File: config.mk
export PLATFORM = sky130hd
export DESIGN_NAME = sqrt_stage2
export DESIGN_NICKNAME = d
export VERILOG_FILES = /design/src/rtl/sqrt_stage2.sv
export SDC_FILE = /design/constraint.sdc
export NUM_CORES = 1
export LEC_CHECK = 0
export CAP_MARGIN = 20
export CORE_MARGIN = 1
export CORE_UTILIZATION = 40
export DETAILED_ROUTE_END_ITERATION = 8
export HOLD_SLACK_MARGIN = 0.15
export PLACE_DENSITY = 0.74
export SYNTH_ARGS = -nofsm -noshare
export SYNTH_HDL_FRONTEND = slang
export SYNTH_SLANG_ARGS = --single-unit
export TNS_END_PERCENT = 20
File: constraint.sdc
create_clock -name clk -period 7.2 [get_ports clk]
set_clock_uncertainty 0.2 [all_clocks]
set_input_delay 1.44 -clock clk [delete_from_list [all_inputs] [get_ports clk]]
set_output_delay 1.44 -clock clk [all_outputs]
set_load 0.01 [all_outputs]
File: src/rtl/sqrt_stage2.sv
// sqrt_stage2: Stage2 of the iterative integer sqrt (compare, next root/square feedback, FSM, host start/abort/ack handshake)
module sqrt_stage2 (
  input  logic        clk,
  input  logic        rst,
  input  logic        start_i,
  input  logic        abort_i,
  input  logic        ack_i,
  input  logic [15:0] input_s_i,
  input  logic [16:0] square1_s_i,
  input  logic [16:0] square2_s_i,
  input  logic        wr_square_s_i,
  input  logic [7:0]  root_s_i,
  output logic        wr_input_o,
  output logic        en_pipe_o,
  output logic        wr_square_o,
  output logic [16:0] square_fb_o,
  output logic [7:0]  root_fb_o,
  output logic        ready_o,
  output logic        valid_o,
  output logic [7:0]  result_o,
  output logic [8:0]  iter_o
);
  typedef enum logic [1:0] {IDLE, RUN, DONE} state_t;
  state_t state, state_n;
  logic [8:0] cnt;
  logic [16:0] sq_sel;
  logic term, accept, cont;
  assign sq_sel = wr_square_s_i ? square2_s_i : square1_s_i;
  assign term = sq_sel > {1'b0, input_s_i};
  assign accept = state == IDLE && start_i;
  assign cont = state == RUN && !abort_i && !term;
  assign ready_o = state == IDLE;
  assign valid_o = state == DONE;
  always_comb begin
    state_n = state;
    case (state)
      IDLE: state_n = start_i ? RUN : IDLE;
      RUN:  state_n = abort_i ? IDLE : term ? DONE : RUN;
      DONE: state_n = ack_i ? IDLE : DONE;
      default: state_n = IDLE;
    endcase
    wr_input_o = accept;
    en_pipe_o = accept || cont;
    root_fb_o = accept ? 8'd0 : cont ? root_s_i + 8'd1 : root_s_i;
    square_fb_o = accept ? 17'd1 : cont ? sq_sel + {8'd0, root_s_i, 1'b0} + 17'd3 : sq_sel;
    wr_square_o = accept ? 1'b0 : cont ? !wr_square_s_i : wr_square_s_i;
  end
  always_ff @(posedge clk or posedge rst) begin
    if (rst) begin
      state <= IDLE;
      cnt <= '0;
      result_o <= '0;
      iter_o <= '0;
    end else begin
      state <= state_n;
      cnt <= accept ? 9'd0 : cont ? cnt + 9'd1 : cnt;
      if (state == RUN && !abort_i && term) begin
        result_o <= root_s_i;
        iter_o <= cnt + 9'd1;
      end
    end
  end
endmodule
Word level (Yosys, flattened, before mapping)

Index checks and enable logic that the tools add are counted.

Output and inout bits: 47
Input port bits: 64
Flip-flop bits (word level): 28
Word-level logic and storage cells: 35

Magnitude comparators: 1
Equality and inequality tests: 2
Reduce and logical (&&, ||, !) cells: 10
Mux-type cells: 14
$add $sub $neg: 4

Operators with widths:

| operator                                                              | number |
|---|---|
| 17-bit 2-to-1 mux                                                     | 3 |
| 9-bit 2-to-1 mux                                                      | 2 |
| 17-bit by 2-bit adder with 17-bit output, second input constant       | 1 |
| 17-bit by 9-bit adder with 17-bit output                              | 1 |
| 17-bit by 16-bit greater-than comparator with 1-bit output            | 1 |
| 8-bit 2-to-1 mux                                                      | 2 |
| 9-bit by 1-bit adder with 9-bit output, second input constant         | 1 |
| 8-bit by 1-bit adder with 8-bit output, second input constant         | 1 |
| 2-bit 2-to-1 mux                                                      | 3 |
| 2-bit case mux with 3 select lines                                    | 1 |
| 1-bit logical AND                                                     | 4 |
| 1-bit zero test                                                       | 3 |
| 1-bit 2-to-1 mux                                                      | 3 |
| 2-bit by 1-bit equality test with 1-bit output, second input constant | 1 |
| 2-bit equality test, second input constant                            | 1 |
| 2-bit zero test                                                       | 1 |
| 2-bit nonzero test                                                    | 1 |
| 1-bit logical OR                                                      | 1 |

Logic depth before layout (Yosys ltp)

Gate-level depths: netlist of the first run.

Depth after elaboration: 6
Gate-level depth with buffers: 15
Gate-level depth less buffers: 14

Least setup slack after synthesis of the first run

Ideal clock, no wire load.

Path type: in2out
Start point: input port wr_square_s_i
End point: output port square_fb_o[15]
Buffers on the path: 2
Required time: 5,560 ps
Arrival time: 4,546 ps
Cell stages on the path: 13
Slack: 1,014 ps
Cells stage by stage: buf_6 -> clkbuf_1 -> mux2_2 -> ha_1 -> inv_1 -> fa_1 -> nand2b_1 -> a21oi_1 -> nor3_1 -> o21bai_1 -> a21boi_0 -> or4_1 -> a21oi_1

Cells in the longest elaborated chain, start to end: 6
Elaborated cells between the ends (all ways): 8
Those cells by class: 2 x add/sub; 1 x order compare; 3 x mux; 2 x reduce/logical

RTL lines:

| item                                                                             | line | RTL |
|---|---|---|
| from (decl)                                                                      | 11   | `input logic wr_square_s_i,` |
| 17-bit 2-to-1 mux *                                                              | 28   | `assign sq_sel = wr_square_s_i ? square2_s_i : square1_s_i;` |
| branches (longest 3 deep; another with 17-bit by 9-bit adder with 17-bit output) | --   |  |
| 17-bit 2-to-1 mux * (2 in a row)                                                 | 45   | `square_fb_o = accept ? 17'd1 : cont ? sq_sel + {8'd0, root_s_i, 1'b0} + 17'd3 : sq_sel;` |
| to (decl)                                                                        | 16   | `output logic [16:0] square_fb_o,` |

Every way passes the cells marked *.

Worst setup path in the final report of the first run

Start point: input port root_s_i[0]
End point: output port square_fb_o[15]

Cells in the longest elaborated chain, start to end: 4

RTL lines:

| item                                     | line | RTL |
|---|---|---|
| from (decl)                              | 12   | `input logic [7:0] root_s_i,` |
| 17-bit by 9-bit adder with 17-bit output | 45   |  |
| 17-bit by 2-bit adder with 17-bit output | 45   |  |
| 17-bit 2-to-1 mux (2 in a row)           | 45   |  |

Every way passes these cells.

==> metrics.txt, run 1 <==
layout cells sized above 1=under 10%; CP endpoint kind=output pin; hold-fix buffers at CTS=0; max incr delay on CP=about 0.61 ns; GRT overflow=0; placed inst area=between 0.004 and 0.005 mm^2; register clock-pin slew on the reported worst setup and hold paths=approximately 0.10 ns; clock latency on the worst-skew pair=roughly 0.27 ns; crit path kind=input pin to output pin; first-pass GRT wire length=13250 um; Slew HR=a little over two fifths; synth warn=0; die area=0.007461 mm^2; postcts setup bufs=0; status=complete, no violations; # clock sinks=28; final wirelength=between 8000 and 9000 um; synth cell count leaders=nand2_1, ha_1, inv_1; Initial Utilization=41.68%; num rows=30; Critical Path Fanout Max=5; die height=around 86 um; WL/cell=between 10 and 15 um; Avg Cell Area, Syn=roughly 8.3 um^2; Worst VDD drop=around 0.10 mV; Mapped Cells=342; period utilization=between 90% and 100%; Residual DRC=0; number of nets with antenna violations after routing=0; Max Cap Viol=0; PwrDens=175.3 mW/mm^2; final setup fails=0; cell taking the most area after synthesis=dfrtp_1; post-synthesis register bit count=28; post-synthesis sequential area ratio=approximately 25%; final max-slew violation count=0; core area=around 0.007 mm^2; Main synth FF type=dfrtp_1; Worst setup endpoint=square_fb_o[15]; RSZ-0062 raised after global routing=false; Layout area overhead=46.79%; data arrival time of the worst path=5.27 ns; # IOs=111; cell mode on critical path=inv_1; all-layer global routing usage=approximately 22%; reg2reg end=cnt[2]; DR vias=between 2000 and 3000; post-synth net total=approximately 440; vias in the first global route=between 2000 and 3000; Req. time, crit path=around 5.6 ns; Crit-path slowest cell=clkdlybuf4s50_1; top cell type's share of synthesized area=about a quarter; fillers=623; Via-to-Cell Ratio=5.256; Clock Tree Root=clkbuf_8; initial antenna violation count=0; first drt pass iteration count=4; total power=732.9 uW; Final Util=around three fifths; pin count of the biggest net entering global routing=29; H-tree levels=1; Tmin final=~6.9 ns; Nets=about 560; Placer Congestion=just under 0.9; Clock Path Buffers=2; final instance area=approximately 0.0042 mm^2; detailed placer's ending HPWL=between 6000 and 7000 um; number of diodes=0; Final Hold Viols=0; Slew @ Worst Pin=about 0.84 ns; worst path cell trace=clkdlybuf4s50_1, inv_1, ha_1, inv_1, ha_1, inv_1, fa_1, nand2b_1, a21oi_1, nor3_1, o21bai_1, a21boi_1, or4_1, a21oi_1, clkdlybuf4s50_1; Worst Setup SP=root_s_i[0]; most numerous cell in the Yosys netlist=nand2_1; number of I/O port buffers=110; setup tns final=0 ns; reg2reg start=state[1]; First DRT Iteration DRCs=~130; DIE WIDTH=between 80 and 90 um; top cells by area in the synthesized netlist=dfrtp_1, ha_1, mux2_2; area of the mapped netlist=0.002848 mm^2; asr flop ratio synth=100.0%; leakage=around 1.9 nW; Hold Crit Class=register to register; CTS tree=done; Yosys cell types=56; startpoint types=input pin; highest clock rate=0.1446 GHz; EDFF count, synth=0; FF-to-FF setup slack=~4.5 ns; number of buffers created by CTS=3; reg2reg path depth=7
## final cells by class
| type | count | area [um^2] | area share (%) |
|---|---|---|---|
| clock inverters | 1 | 30.03 | 0.7183 |
| multi-input cells | 269 | 1958 | 46.84 |
| flip-flops and latches | 28 | 700.7 | 16.76 |
| repair buffers | 122 | 1210 | 28.94 |
| clock buffers | 3 | 41.29 | 0.9877 |
| well taps | 96 | 120.1 | 2.873 |
| inverters | 32 | 120.1 | 2.873 |
## where the power goes
part,total [mW],internal (mW),switching (mW)
Sequential,0.210,0.189,0.0218
Clock,0.122,0.0744,0.0472
Combinational,0.401,0.214,0.187
## state kept, by name (all words and copies together) (netlist names)
| name | count |
|---|---|
| iter_o | 9 |
| result_o | 8 |
| cnt | 9 |
| state | 2 |
## metrics by stage
stage / hold WS, ns / setup slack [ns] / std cells
after floorplan: 0.2941 / 1.014 / 342
after detailed placement: 0.2708 / -0.05349 / 546
after global placement: 0.2634 / 0.02268 / 546
after CTS: 0.2926 / 0.2048 / 550
final: 0.2882 / 0.2865 / 551
after global routing: 0.3138 / 0.04224 / 551
## worst min-delay path by stage
stage          cells after the start  startpoint   endpoint  slack [ns]
2_1_floorplan                      2      cnt[1]     cnt[1]        0.29
6_report                           2   iter_o[5]  iter_o[5]        0.29
3_5_place_dp                       2   iter_o[5]  iter_o[5]        0.27
3_3_place_gp                       2   iter_o[2]  iter_o[2]        0.26
4_1_cts                            2   iter_o[5]  iter_o[5]        0.29
5_1_grt                            1   iter_o[1]  iter_o[1]        0.31
## critical path, delay by kind of cell
family	cells	cell delay [ns]
buf+inv	5	1.44
fa+ha+maj	3	0.84
simple gates	3	0.78
compound gates	4	0.75
## placed cells by master, fill, tap and decap left out, types with 11 or more instances in the layout
master and n:
a21oi_1 15, buf_4 11, clkdlybuf4s50_1 109, dfrtp_1 28, ha_1 35, inv_1 32, mux2_2 15, nand2_1 44
nand3_1 18, nor2_1 17, o21ai_0 18
## logic make-up (layout without fill, tap and decap cells)
logic type | Yosys count | in the layout | synth area share (%)
and+or+nand+nor | 120 | 120 | 20.78
AOI/OAI and AO/OA | 69 | 69 | 15.99
buffers and inverters | 45 | 158 | 6.678
adders and majority gates | 36 | 36 | 16.08
muxes | 30 | 30 | 11.56
DFF | 28 | 28 | 24.60
xor gates and xnor gates | 14 | 14 | 4.306
## routing by layer
metal | vias to the layer above | GRT usage (%) | share of wire (%)
met1 | 1355 | 30.44 | 48
met2 | 81 | 38.31 | 47
met5 | - | 0 | 0
met3 | 8 | 2.857 | 3.9
li1 | 1452 | - | -
met4 | 0 | 2.879 | 0.88
## what timing repair did
action / in CTS / in global routing
endpoints found under the setup margin: 1 / 4
gates resized for setup: 1 / 2
hold endpoints to repair: 0 / 0
Power figures use the tool's default switching activity.
==> run 2, diff against run 1 <==
--- a/config.mk
+++ b/config.mk
@@ -7,10 +7,10 @@
 export LEC_CHECK = 0
 export CAP_MARGIN = 20
 export CORE_MARGIN = 1
-export CORE_UTILIZATION = 40
+export CORE_UTILIZATION = 45
 export DETAILED_ROUTE_END_ITERATION = 8
 export HOLD_SLACK_MARGIN = 0.15
-export PLACE_DENSITY = 0.74
+export PLACE_DENSITY = 0.82
 export SYNTH_ARGS = -nofsm -noshare
 export SYNTH_HDL_FRONTEND = slang
 export SYNTH_SLANG_ARGS = --single-unit
==> metrics.txt, run 2 (synthesis results as in run 1) <==
number of nets with antenna violations after routing=0 (unchanged); GRT overflow=0 (unchanged); Residual DRC=0 (unchanged); H-tree levels=1 (unchanged); final max-slew violation count=0 (unchanged); hold slack=0.2892 ns (was 0.2882 ns); max incr delay on CP=0.60 ns (was 0.61 ns); Hold Crit Class=register to register (unchanged); DR vias=2875 (was 2896); first drt pass iteration count=4 (unchanged); grt peak-use layer=met2 (unchanged); # IOs=111 (unchanged); final wirelength=8115 um (was 8032 um); Crit-path slowest cell=clkdlybuf4s50_1 (unchanged); leakage=1.919 nW (was 1.917 nW); status=complete, no violations (unchanged); setup tns final=0 ns (unchanged); CTS tree=done (unchanged); grt met3 use=3.556% (was 2.857%); placed inst area=0.004053 mm^2 (was 0.004081 mm^2); final setup fails=0 (unchanged); postcts setup bufs=0 (unchanged); Final Hold Viols=0 (unchanged); layout cells sized above 1=8.609% (was 8.791%); cell mode on critical path=inv_1 (unchanged); clock latency on the worst-skew pair=0.28 ns (was 0.27 ns); Worst Setup SP=root_s_i[0] (unchanged); First DRT Iteration DRCs=86 (was 128); GR Util met1=32.51% (was 30.44%); reg2reg end=cnt[5] (was cnt[2]); Hold Path Sink=iter_o[6] (was iter_o[5]); data arrival time of the worst path=5.23 ns (was 5.27 ns); Slew @ Worst Pin=0.8880 ns (was 0.8420 ns); Clock Tree Root=clkbuf_8 (unchanged); Critical Path Fanout Max=5 (unchanged); Final Util=69.02% (was 61.19%); PwrDens=176.4 mW/mm^2 (was 175.3 mW/mm^2); number of buffers created by CTS=3 (unchanged); Initial Utilization=47.26% (was 41.68%); fillers=493 (was 623); Layout area overhead=46.05% (was 46.79%); Max Cap Viol=0 (unchanged); hold path start=iter_o[6] (was iter_o[5]); RSZ-0062 raised after global routing=false (unchanged); total power=733.7 uW (was 732.9 uW); Tmin final=6.866 ns (was 6.914 ns); reg2reg start=state[1] (unchanged); Slew HR=40.66% (was 43.73%); worst path cell trace=clkdlybuf4s50_1, inv_1, ha_1, inv_1, ha_1, inv_1, fa_1, nand2b_1, a21oi_2, nor3_1, o21bai_1, a21boi_1, or4_1, a21oi_1, clkdlybuf4s50_1 (was clkdlybuf4s50_1, inv_1, ha_1, inv_1, ha_1, inv_1, fa_1, nand2b_1, a21oi_1, nor3_1, o21bai_1, a21boi_1, or4_1, a21oi_1, clkdlybuf4s50_1); FF-to-FF setup slack=4.49 ns (was 4.48 ns); WL/cell=15.37 um (was 14.58 um); first-pass GRT wire length=13050 um (was 13250 um); Via-to-Cell Ratio=5.445 (was 5.256); die height=81.55 um (was 86.38 um); commonest cells after routing, fill and taps aside=clkdlybuf4s50_1, nand2_1, ha_1 (unchanged); initial antenna violation count=0 (unchanged); DIE WIDTH=81.55 um (was 86.38 um); die area=0.006650 mm^2 (was 0.007461 mm^2); hold-fix buffers at CTS=0 (unchanged); Worst VDD drop=0.1544 mV (was 0.1041 mV); Largest regs=cnt (9), iter_o (9), result_o (8) (unchanged); Nets=554 (was 556); num rows=28 (was 30); pin count of the biggest net entering global routing=30 (was 29); final instance area=0.004159 mm^2 (was 0.004180 mm^2); detailed placer's ending HPWL=6675 um (was 6609 um); Hold Path Depth=2 (unchanged); all-layer global routing usage=25.41% (was 22.19%); grt met2 use=44.83% (was 38.31%); startpoint types=input pin (unchanged); Placer Congestion=0.8928 (was 0.8695); crit path kind=input pin to output pin (unchanged); Clock Path Buffers=2 (unchanged); number of diodes=0 (unchanged); highest clock rate=0.1456 GHz (was 0.1446 GHz); period utilization=95.36% (was 96.02%); number of I/O port buffers=110 (unchanged); Req. time, crit path=5.56 ns (about the same); register clock-pin slew on the reported worst setup and hold paths=0.10 ns (about the same); commonest non-fill, non-tap cell in the layout=clkdlybuf4s50_1 (unchanged); CP endpoint kind=output pin (unchanged); vias in the first global route=2819 (was 2873); # clock sinks=28 (unchanged); core area=0.006026 mm^2 (was 0.006832 mm^2); reg2reg path depth=7 (unchanged)
-- run 2: cell count changes in the layout (fill, tap and decap cells not counted), sizes merged --
cell          previous run  this run
buf                     12        10
dlymetal6s2s             0         1
dlygate4sd2              1         0
-- run 2: metal layers --
| layer | wire, um | part of all wire, % |
|---|---|---|
| met1 | 3535 | 44 |
| met2 | 3961 | 49 |
| met3 | 472 | 5.8 |
| met4 | 146 | 1.8 |
| met5 | 0 | 0 |
-- run 2: worst max path at each step --
| stage | to | slack, ns | cells past startpoint |
|---|---|---|---|
| 2_1_floorplan | square_fb_o[15] | 1.01 | 13 |
| 3_3_place_gp | square_fb_o[15] | 0.09 | 14 |
| 3_5_place_dp | square_fb_o[15] | 0.02 | 14 |
| 4_1_cts | square_fb_o[13] | 0.05 | 13 |
| 5_1_grt | square_fb_o[15] | 0.09 | 15 |
| 6_report | square_fb_o[15] | 0.33 | 15 |
-- run 2: stage by stage --
stage                     setup WS [ns]  cells
after floorplan                   1.014    342
after global placement          0.09325    523
after detailed placement        0.01599    523
after CTS                       0.04894    527
after global routing            0.08645    528
final                            0.3341    528
-- run 2: cell type report --
cell class | count | area, um^2 | area share, %
Clock buffer | 3 | 41.29 | 0.9928
Clock inverter | 1 | 30.03 | 0.7220
Inverter | 32 | 120.1 | 2.888
Multi-Input combinational cell | 269 | 1962 | 47.17
Sequential cell | 28 | 700.7 | 16.85
Tap cell | 75 | 93.84 | 2.256
Timing Repair Buffer | 120 | 1211 | 29.12
-- run 2: what timing repair did --
item	CTS	global route
gates resized for setup	1	3
setup endpoints to repair	1	11
gates cloned	0	0
-- run 2: critical path, delay by kind of cell --
| kind | cells | cell delay [ns] |
|---|---|---|
| fa+ha+maj | 3 | 0.83 |
| compound gates | 4 | 0.74 |
| simple gates | 3 | 0.77 |
| buf+inv | 5 | 1.44 |
-- run 2: power breakdown --
group | total, mW | switching (mW) | leakage [nW] | internal [mW]
clock | 0.124 | 0.0491 | 0.0357 | 0.0745
combinational | 0.400 | 0.187 | 1.51 | 0.213
sequential | 0.210 | 0.0210 | 0.371 | 0.189
total | 0.734 | 0.257 | 1.92 | 0.477
==> run 3, diff against run 2 <==
--- a/config.mk
+++ b/config.mk
@@ -9,6 +9,7 @@
 export CORE_MARGIN = 1
 export CORE_UTILIZATION = 45
 export DETAILED_ROUTE_END_ITERATION = 8
+export GPL_TIMING_DRIVEN = 0
 export HOLD_SLACK_MARGIN = 0.15
 export PLACE_DENSITY = 0.82
 export SYNTH_ARGS = -nofsm -noshare
==> metrics.txt, run 3 (synthesis results as in run 1) <==
CTS tree=done (unchanged); die area=0.006650 mm^2 (unchanged); Placer Congestion=0.8997 (was 0.8928); CP endpoint kind=output pin (unchanged); Final Non-Filler Cells=531 (was 528); clock latency on the worst-skew pair=0.27 ns (was 0.28 ns); commonest non-fill, non-tap cell in the layout=clkdlybuf4s50_1 (unchanged); layout cells sized above 1=8.114% (was 8.609%); Largest regs=cnt (9), iter_o (9), result_o (8) (unchanged); First DRT Iteration DRCs=109 (was 86); startpoint types=input pin (unchanged); Initial Utilization=47.26% (unchanged); Req. time, crit path=5.56 ns (about the same); RSZ-0062 raised after global routing=false (unchanged); crit path kind=input pin to output pin (unchanged); DIE WIDTH=81.55 um (unchanged); number of diodes=0 (unchanged); # IOs=111 (unchanged); Worst VDD drop=0.1429 mV (was 0.1544 mV); Tmin final=7.020 ns (was 6.866 ns); Clock Path Buffers=2 (unchanged); Clock Tree Root=clkbuf_8 (unchanged); Slew @ Worst Pin=0.5448 ns (was 0.8880 ns); hold-fix buffers at CTS=0 (unchanged); final setup fails=0 (unchanged); core area=0.006026 mm^2 (unchanged); GRT overflow=0 (unchanged); final wirelength=8170 um (was 8115 um); DR vias=2970 (was 2875); num rows=28 (unchanged); number of buffers created by CTS=3 (unchanged); status=complete, no violations (unchanged); data arrival time of the worst path=5.38 ns (was 5.23 ns); highest clock rate=0.1424 GHz (was 0.1456 GHz); final max-slew violation count=0 (unchanged); PwrDens=177.7 mW/mm^2 (was 176.4 mW/mm^2); leakage=1.897 nW (was 1.919 nW); detailed placer's ending HPWL=6689 um (was 6675 um); number of I/O port buffers=109 (was 110); Critical Path Fanout Max=5 (unchanged); commonest cells after routing, fill and taps aside=clkdlybuf4s50_1, nand2_1, ha_1 (unchanged); number of nets with antenna violations after routing=0 (unchanged); pin count of the biggest net entering global routing=29 (was 30); Max Cap Viol=0 (unchanged); all-layer global routing usage=24.93% (was 25.41%); register clock-pin slew on the reported worst setup and hold paths=0.09 ns (was 0.10 ns); initial antenna violation count=0 (unchanged); first drt pass iteration count=4 (unchanged); Layout area overhead=45.17% (was 46.05%); die height=81.55 um (unchanged); Residual DRC=0 (unchanged); Via-to-Cell Ratio=5.593 (was 5.445); Hold Crit Class=register to register (unchanged); WL/cell=15.39 um (was 15.37 um); period utilization=97.50% (was 95.36%); DP Cell Count=526 (was 523); H-tree levels=1 (unchanged); Slew HR=63.68% (was 40.66%); Final Hold Viols=0 (unchanged); setup tns final=0 ns (unchanged); Nets=557 (was 554); first-pass GRT wire length=12870 um (was 13050 um); # clock sinks=28 (unchanged); vias in the first global route=2845 (was 2819)
[run 3: final cells by class]
class                           instances  area [um^2]
Fill cell                             489         1892
Clock buffer                            3        41.29
Clock inverter                          1        30.03
Tap cell                               75        93.84
Timing Repair Buffer                  110         1119
Inverter                               32        120.1
Buffer                                 13        71.32
Sequential cell                        28        700.7
Multi-Input combinational cell        269         1958
[run 3: what timing repair did]
action	CTS	global route
endpoints found under the setup margin	0	24
buffers inserted	0	0
endpoints found under the hold margin	0	0
resized for setup	0	3
[run 3: path summary, 6_finish.rpt]
kind | startpoint | endpoint | slack [ns] | depth (start not counted)
worst min register to register | iter_o[3] | iter_o[3] | 0.29 | 2
worst max-delay path | root_s_i[0] | square_fb_o[15] | 0.18 | 15
min in group asynchronous | rst | state[1] | 1.28 | 2
worst max register to register | state[1] | cnt[6] | 4.81 | 6
worst min-delay path | iter_o[3] | iter_o[3] | 0.29 | 2
max in group asynchronous | rst | cnt[3] | 5.06 | 3
[run 3: critical path: stages]
cell and delay [ns]:
clkdlybuf4s50_1 0.58, inv_1 0.13, ha_1 0.30, inv_1 0.06, ha_1 0.17, inv_1 0.06
fa_1 0.38, nand2b_1 0.21, a21oi_1 0.26, nor3_1 0.11, o21bai_1 0.21, a21boi_0 0.22
or4_1 0.52, a21oi_1 0.16, clkdlybuf4s50_1 0.57
[run 3: layer usage]
layer | share of wire (%) | vias to the layer above | global-route usage [%]
li1 | - | 1453 | -
met1 | 44 | 1411 | 30.45
met2 | 50 | 94 | 45.42
met3 | 4.7 | 12 | 3.222
met4 | 1.5 | 0 | 6.786
met5 | 0 | - | 0
[run 3: power breakdown]
part / total, mW / leakage, nW / internal [mW] / switching (mW)
registers: 0.211 / 0.371 / 0.189 / 0.0225
logic: 0.402 / 1.49 / 0.212 / 0.190
clock network: 0.122 / 0.0357 / 0.0744 / 0.0475
[run 3: per-stage QoR]
stage / power (mW) / cell area [um^2] / hold slack [ns] / worst slack (ns) / util, %
2_1_floorplan: 0.4074 / 2848 / 0.2941 / 1.014 / -
3_3_place_gp: 0.5978 / 4033 / 0.2654 / 0.1067 / 66.92
3_5_place_dp: 0.6099 / 4033 / 0.2763 / 0.05226 / 66.92
4_1_cts: 0.7339 / 4104 / 0.2982 / 0.04691 / 68.11
5_1_grt: 0.7796 / 4134 / 0.3262 / 0.002875 / 68.60
6_report: 0.7346 / 4134 / 0.2900 / 0.1798 / 68.60
